<file path="config.mk">
export PLATFORM = sky130hd
export DESIGN_NAME = hit_judge
export DESIGN_NICKNAME = d
export VERILOG_FILES = /design/src/rtl/hit_judge.sv
export SDC_FILE = /design/constraint.sdc
export NUM_CORES = 1
export LEC_CHECK = 0
export CORE_UTILIZATION = 55
export CTS_CLUSTER_SIZE = 20
export DETAILED_ROUTE_END_ITERATION = 16
export GPL_TIMING_DRIVEN = 0
export PLACE_DENSITY_LB_ADDON = 0.3
export SLEW_MARGIN = 15
export SYNTH_ARGS = -nofsm -noshare
export SYNTH_HDL_FRONTEND = slang
export SYNTH_SLANG_ARGS = --single-unit
</file>
<file path="constraint.sdc">
create_clock -name clk -period 4.35 [get_ports clk]
set_clock_uncertainty 0.15 [all_clocks]
set_input_delay 0.6525 -clock clk [delete_from_list [all_inputs] [get_ports clk]]
set_output_delay 0.6525 -clock clk [all_outputs]
set_load 0.05 [all_outputs]
</file>
<file path="src/rtl/hit_judge.sv">
// hit_judge: judges drum pad edges against the latched note and drives score pulses and combo; HIT_JUDGE_EMPTY_PENALTY_EN penalises pad edges with an empty queue
module hit_judge #(
  parameter int WINDOW = 8
) (
  input  logic       clk,
  input  logic       reset,
  input  logic       tick,
  input  logic       note_valid,
  input  logic       note_type,
  output logic       note_ready,
  input  logic       btn_don,
  input  logic       btn_ka,
  output logic       increase_score,
  output logic       decrease_score,
  output logic [7:0] combo,
  output logic       busy
);
  typedef enum logic {IDLE, JUDGE} state_t;
  state_t state, state_n;
  logic note_q, note_n, don_q, ka_q, don_edge, ka_edge, hit, inc_n, dec_n;
  logic [7:0] timer, timer_n, combo_n;
  assign don_edge = btn_don & ~don_q;
  assign ka_edge = btn_ka & ~ka_q;
  assign hit = (don_edge ^ ka_edge) && (ka_edge == note_q);
  assign note_ready = state == IDLE;
  assign busy = state == JUDGE;
  always_comb begin
    state_n = state;
    note_n = note_q;
    timer_n = timer;
    inc_n = 1'b0;
    dec_n = 1'b0;
    combo_n = combo;
    if (state == IDLE) begin
      if (note_valid) begin
        state_n = JUDGE;
        note_n = note_type;
        timer_n = 8'(WINDOW);
      end
`ifdef HIT_JUDGE_EMPTY_PENALTY_EN
      else if ((don_edge | ka_edge) && !(increase_score | decrease_score)) begin
        dec_n = 1'b1;
        combo_n = 8'd0;
      end
`endif
    end else if (don_edge | ka_edge) begin
      state_n = IDLE;
      inc_n = hit;
      dec_n = !hit;
      combo_n = hit ? combo + {7'd0, combo != 8'hff} : 8'd0;
    end else if (tick) begin
      timer_n = timer - 8'd1;
      if (timer == 8'd1) begin
        state_n = IDLE;
        dec_n = 1'b1;
        combo_n = 8'd0;
      end
    end
  end
  always_ff @(posedge clk) begin
    if (reset) begin
      state <= IDLE;
      note_q <= 1'b0;
      timer <= 8'd0;
      don_q <= 1'b1;
      ka_q <= 1'b1;
      increase_score <= 1'b0;
      decrease_score <= 1'b0;
      combo <= 8'd0;
    end else begin
      state <= state_n;
      note_q <= note_n;
      timer <= timer_n;
      don_q <= btn_don;
      ka_q <= btn_ka;
      increase_score <= inc_n;
      decrease_score <= dec_n;
      combo <= combo_n;
    end
  end
endmodule

</file>
=== After elaboration in Yosys (flattened, before gate mapping) ===
Index checks and enable logic that the tools add are counted.

* Input bits: 7
* Output and inout bits: 12
* Logic and storage cells: 49
* Bits in registers: 22

* Bitwise gates (word level): 8
* Reductions and logical operators: 10
* Add/sub/neg operators: 2
* Equality and inequality tests: 5
* Multiplexer cells: 16

{| class="wikitable"
|+ Operators by type and width
! operator !! number
|-
| $mux 8 || 8
|-
| $add 8x1->8 || 1
|-
| $eq 8x1->1 const B || 1
|-
| $mux 1 || 8
|-
| $ne 8x8->1 const B || 1
|-
| $sub 8x1->8 const B || 1
|-
| $reduce_and 3->1 || 2
|-
| $reduce_bool 2->1 || 3
|-
| $ne 2x2->1 const B || 2
|-
| $not 1->1 || 4
|-
| $reduce_or 3->1 || 1
|-
| $and 1x1->1 || 2
|-
| $reduce_and 2->1 || 1
|-
| $reduce_or 2->1 || 1
|-
| $eq 1x1->1 || 1
|-
| $logic_and 1x1->1 || 1
|-
| $logic_not 1->1 || 1
|-
| $or 1x1->1 || 1
|-
| $xor 1x1->1 || 1
|}

=== Logic depth before layout (Yosys ltp) ===
* Word-level depth: 6
* Mapped depth: 8
* Depth with buffers taken out: 8

=== Worst setup path before layout ===
No wires, ideal clock.

* Path type: register to register
* Start point: reg combo[2]
* End point: reg combo[2]
* Stages on the path, launching flop included: 9
* Data required time: 4,114 ps
* Clock period less this slack: 2,278 ps
* Setup time: 86 ps
* Arrival time: 2,043 ps
* Slack: 2,072 ps
* Buffers on the path: 0
* Cells stage by stage: dfxtp_1 > nand4_1 > or2_2 > inv_1 > nand3_1 > ha_1 > nand3_1 > o21ai_0 > a211oi_1

* Cells in the longest elaborated chain, start to end: 4

{| class="wikitable"
|+ Ends and longest elaborated chain
! element !! line !! text
|-
| start: declaration || 15 || <nowiki>output logic [7:0] combo,</nowiki>
|-
| start signal: assignment || 78 || <nowiki>combo <= combo_n;</nowiki>
|-
| $ne 8x8->1 || 50 || <nowiki>combo_n = hit ? combo + {7'd0, combo != 8'hff} : 8'd0;</nowiki>
|-
| $add 8x1->8 * || 50 ||
|-
| $mux 8 * || 50 ||
|-
| $mux 8 * || 46 || <nowiki>end else if (don_edge | ka_edge) begin</nowiki>
|}

Every way passes the cells marked *; elsewhere a longest branch is shown, timed or not.
A chain may end at the register's enable or synchronous reset.

=== Worst setup path after layout ===
* Start point: reg state, in the netlist busy
* End point: out note_ready

* Cells in the longest elaborated chain, start to end: 1

{| class="wikitable"
|+ Ends and longest elaborated chain
! element !! line !! text
|-
| start: declaration || 19 || <nowiki>state_t state, state_n;</nowiki>
|-
| start signal: assignment || 71 || <nowiki>state <= state_n;</nowiki>
|-
| $not 1->1 (no line) || - ||
|-
| end: declaration || 10 || <nowiki>output logic note_ready,</nowiki>
|}

No other way between the ends.

==> impl_results.rst <==
.. list-table::
   :header-rows: 1

   * - Metric
     - Value
   * - Post-CTS repair timing setup buffer count
     - 0
   * - Growth of design area from synthesis to finish
     - 21.8%
   * - Delay contributed by the slowest stage of the critical path
     - between 800 and 900 ps
   * - CTS tree
     - built
   * - Placer congestion estimate
     - roughly 0.75
   * - Number of slew-limit violations in the final report
     - 0
   * - ANT cells
     - 0
   * - Total via count after detailed routing
     - 987
   * - H-tree level count
     - 1
   * - Actual transition at the worst max-transition pin
     - 594 ps
   * - Synth unique cells
     - 28
   * - Seq cells post-synth
     - 22
   * - Half-perimeter wire length after placement
     - 1660 um
   * - Cell-by-cell listing of the critical path
     - clkbuf_1 -> inv_1 -> clkdlybuf4s50_1
   * - Leakage power total
     - between 0.0004 and 0.0005 uW
   * - Final number of setup-violating endpoints
     - 0
   * - Clock-pin slew on the worst setup and hold paths
     - roughly 110 ps
   * - Non-filler cells in the finished layout
     - between 150 and 200
   * - Post-cts repair resize count
     - 0
   * - Highest clock rate
     - roughly 370 MHz
   * - Relative slew slack
     - 60.4%
   * - Area of the placeable core
     - 1780 um^2
   * - Number of violations reported at the end of detailed-routing iteration 0
     - 23
   * - Die Span X
     - about 46 um
   * - Aggregate global-route resource usage
     - around 24%
   * - Wire length of the first global-routing pass
     - ~3600 um
   * - Worst-skew pair later-pin latency
     - 310 ps
   * - Share of the yosys chip area belonging to registers
     - just over 40%
   * - Maximum buffer depth of the clock tree
     - 2
   * - Total Routed Length
     - between 2000 and 2500 um
   * - Endpoint required time on the critical path
     - 3550 ps
   * - Max-capacitance violation count
     - 0
   * - Total gr overflow
     - 0
   * - Number of global-route vias before repair
     - ~860
   * - Leading area contributor after synthesis
     - sky130_fd_sc_hd__dfxtp_1
   * - Core Util, Final
     - 74.4%
   * - Leading cell type by number of instances after synthesis
     - sky130_fd_sc_hd__dfxtp_1
   * - Fill count
     - between 100 and 150
   * - Quantity of I/O buffers inserted on ports
     - 17
   * - Post-synth design cell area
     - around 1100 um^2
   * - Average size of a mapped cell
     - 9.15 um^2
   * - DRC violations left
     - 0
   * - Final worst path period share
     - 62.9%
   * - Uppermost layer routed
     - met4
   * - Pin count of the biggest net entering global routing
     - 13
   * - Nets
     - 153
   * - Antenna violations before repair
     - 0
   * - Number of standard cells after synthesis
     - 119
   * - Final count of hold timing violations
     - 0
   * - PD cells
     - 303 nW/um^2
   * - Minimum period implied by the final worst setup slack
     - approximately 2700 ps
   * - DR vias/cell
     - roughly 6.0
   * - Fraction of final layout cells sized beyond drive strength 1
     - between 10% and 20%
   * - Total Negative Setup Slacks
     - 0 ps
   * - Dominant delay contributor by cell family on the critical path
     - buffers and inverters
   * - CTS Root Cell
     - sky130_fd_sc_hd__clkbuf_4
   * - Run status
     - finished clean
   * - Hold crit path type
     - reg -> reg
   * - First drt pass iteration count
     - 4
   * - Worst hold margin
     - ~330 ps
   * - Critical path peak fanout
     - 9
   * - Placed Cells incl. Taps
     - about 160
   * - Hold buffer count at CTS
     - 0
   * - Unrepaired setup endpoints after global routing
     - false
   * - Overall die area
     - between 2000 and 2500 um^2
   * - Startpoint types
     - register
   * - Detailed route wirelength on metal2
     - 1100 um
   * - Die height
     - 46.5 um
   * - Number of top-level design ports
     - 19
   * - Yosys warnings
     - 0
   * - Buf+Inv Stages, Crit Path
     - 3
   * - Sort of element at the end of the critical path
     - primary output
   * - Clock net sink count
     - 22
   * - Average wire per cell in the routed design
     - about 14 um
   * - Number of enable flip-flop cells after synthesis
     - 0
   * - Biggest area contributors in the synthesized netlist
     - sky130_fd_sc_hd__dfxtp_1 40%, sky130_fd_sc_hd__ha_1 5.7%, sky130_fd_sc_hd__a211oi_2 4.6%
   * - Kind of critical path
     - reg -> out
   * - Crit-path slowest cell
     - sky130_fd_sc_hd__clkdlybuf4s50_1
   * - Count of antenna-violating nets left after detailed routing
     - 0
   * - Top cells by instance count after synthesis
     - 22 x sky130_fd_sc_hd__dfxtp_1, 7 x sky130_fd_sc_hd__nand2_1, 7 x sky130_fd_sc_hd__nor2_1, 7 x sky130_fd_sc_hd__nor3_1
   * - Most used flip-flop cell after synthesis
     - sky130_fd_sc_hd__dfxtp_1
   * - Proportion of register bits with asynchronous set or reset after synthesis
     - 0%
   * - Endpoint arrival time on the critical path
     - 1930 ps
   * - Number of rows created at floorplan
     - 15
   * - Total nets after synthesis
     - roughly 130
   * - Initial core utilization
     - between 60% and 70%
   * - WL met1
     - around 970 um
   * - Worst-case vdd ir drop
     - roughly 0.34 mV
   * - Wire length on met3
     - about 140 um
   * - Number of CTS-inserted buffers
     - 3
   * - Area share of the largest cell type after synthesis
     - approximately 40%
==> sequential cells by signal (all words and copies together) (netlist names) <==
signal          cells
combo               8
note_q              1
timer               8
ka_q                1
decrease_score      1
busy                1
increase_score      1
don_q               1
==> kinds of logic (layout without fill, tap and decap cells) <==
kind of cell | count (synthesis) | in the layout | share of synthesized area, %
simple gates | 48 | 48 | 24.3
compound gates | 28 | 28 | 21.7
flops | 22 | 22 | 40.5
buf+inv | 11 | 32 | 3.79
fa+ha+maj | 5 | 5 | 5.75
xor+xnor | 5 | 5 | 4.02
==> layer usage <==
metal / GRT usage (%) / vias up
li1: - / 480
met1: 28.5 / 450
met2: 39.2 / 46
met3: 6.27 / 11
met4: 15.3 / 0
met5: 0 / -
==> power breakdown <==
group,internal [uW],switching (uW)
clock,51.2,60.1
sequential,210,7.58
combinational,28.6,43.8
==> worst paths after layout <==
path	from	slack, ps	to	cells after the start
worst max register to register	timer[2]	1920	decrease_score	4
worst min-delay path	note_q	330	note_q	2
worst max-delay path	busy	1610	note_ready	3
worst min register to register	note_q	330	note_q	2
==> cells in the final DEF (no fill, tap or decap), drive strengths merged <==
master	count
o31ai	5
clkdlybuf4s50	17
or2	3
o211ai	1
ha	5
xnor2	1
o2111ai	1
dfxtp	22
nand2b	3
or3	4
nor2b	2
nor2	7
nand3b	1
o41a	1
xor2	4
inv	6
or4	6
clkbuf	9
a21oi	6
o21ai	5
a311oi	1
nand4	3
and3	1
a211oi	8
nor3	7
nand3	4
nand2	7
==> through the flow <==
stage	worst slack [ps]	instance area (um^2)	total power (uW)
6_report	1610	1330	401
5_1_grt	1530	1330	418
4_1_cts	1610	1330	403
3_5_place_dp	1510	1290	293
3_3_place_gp	1580	1290	290
2_1_floorplan	2070	1090	272
==> worst reg2reg max path, stage by stage, from the launching register on <==
cell and delay, ps:
sky130_fd_sc_hd__dfxtp_1 380, sky130_fd_sc_hd__or4_4 570, sky130_fd_sc_hd__o41a_4 500, sky130_fd_sc_hd__a311oi_4 580, sky130_fd_sc_hd__nor2b_1 190
==> cell type report <==
class                   count  area [um^2]  area share, %
inverters                   6         22.5           1.70
plain buffers               5         18.8           1.42
multi-input cells          86          607           45.8
clock buffers               4         36.3           2.74
repair buffers             17          170           12.8
well taps                  25         31.3           2.36
flip-flops and latches     22          440           33.2
Note: power is estimated with default switching activity, not from simulation.
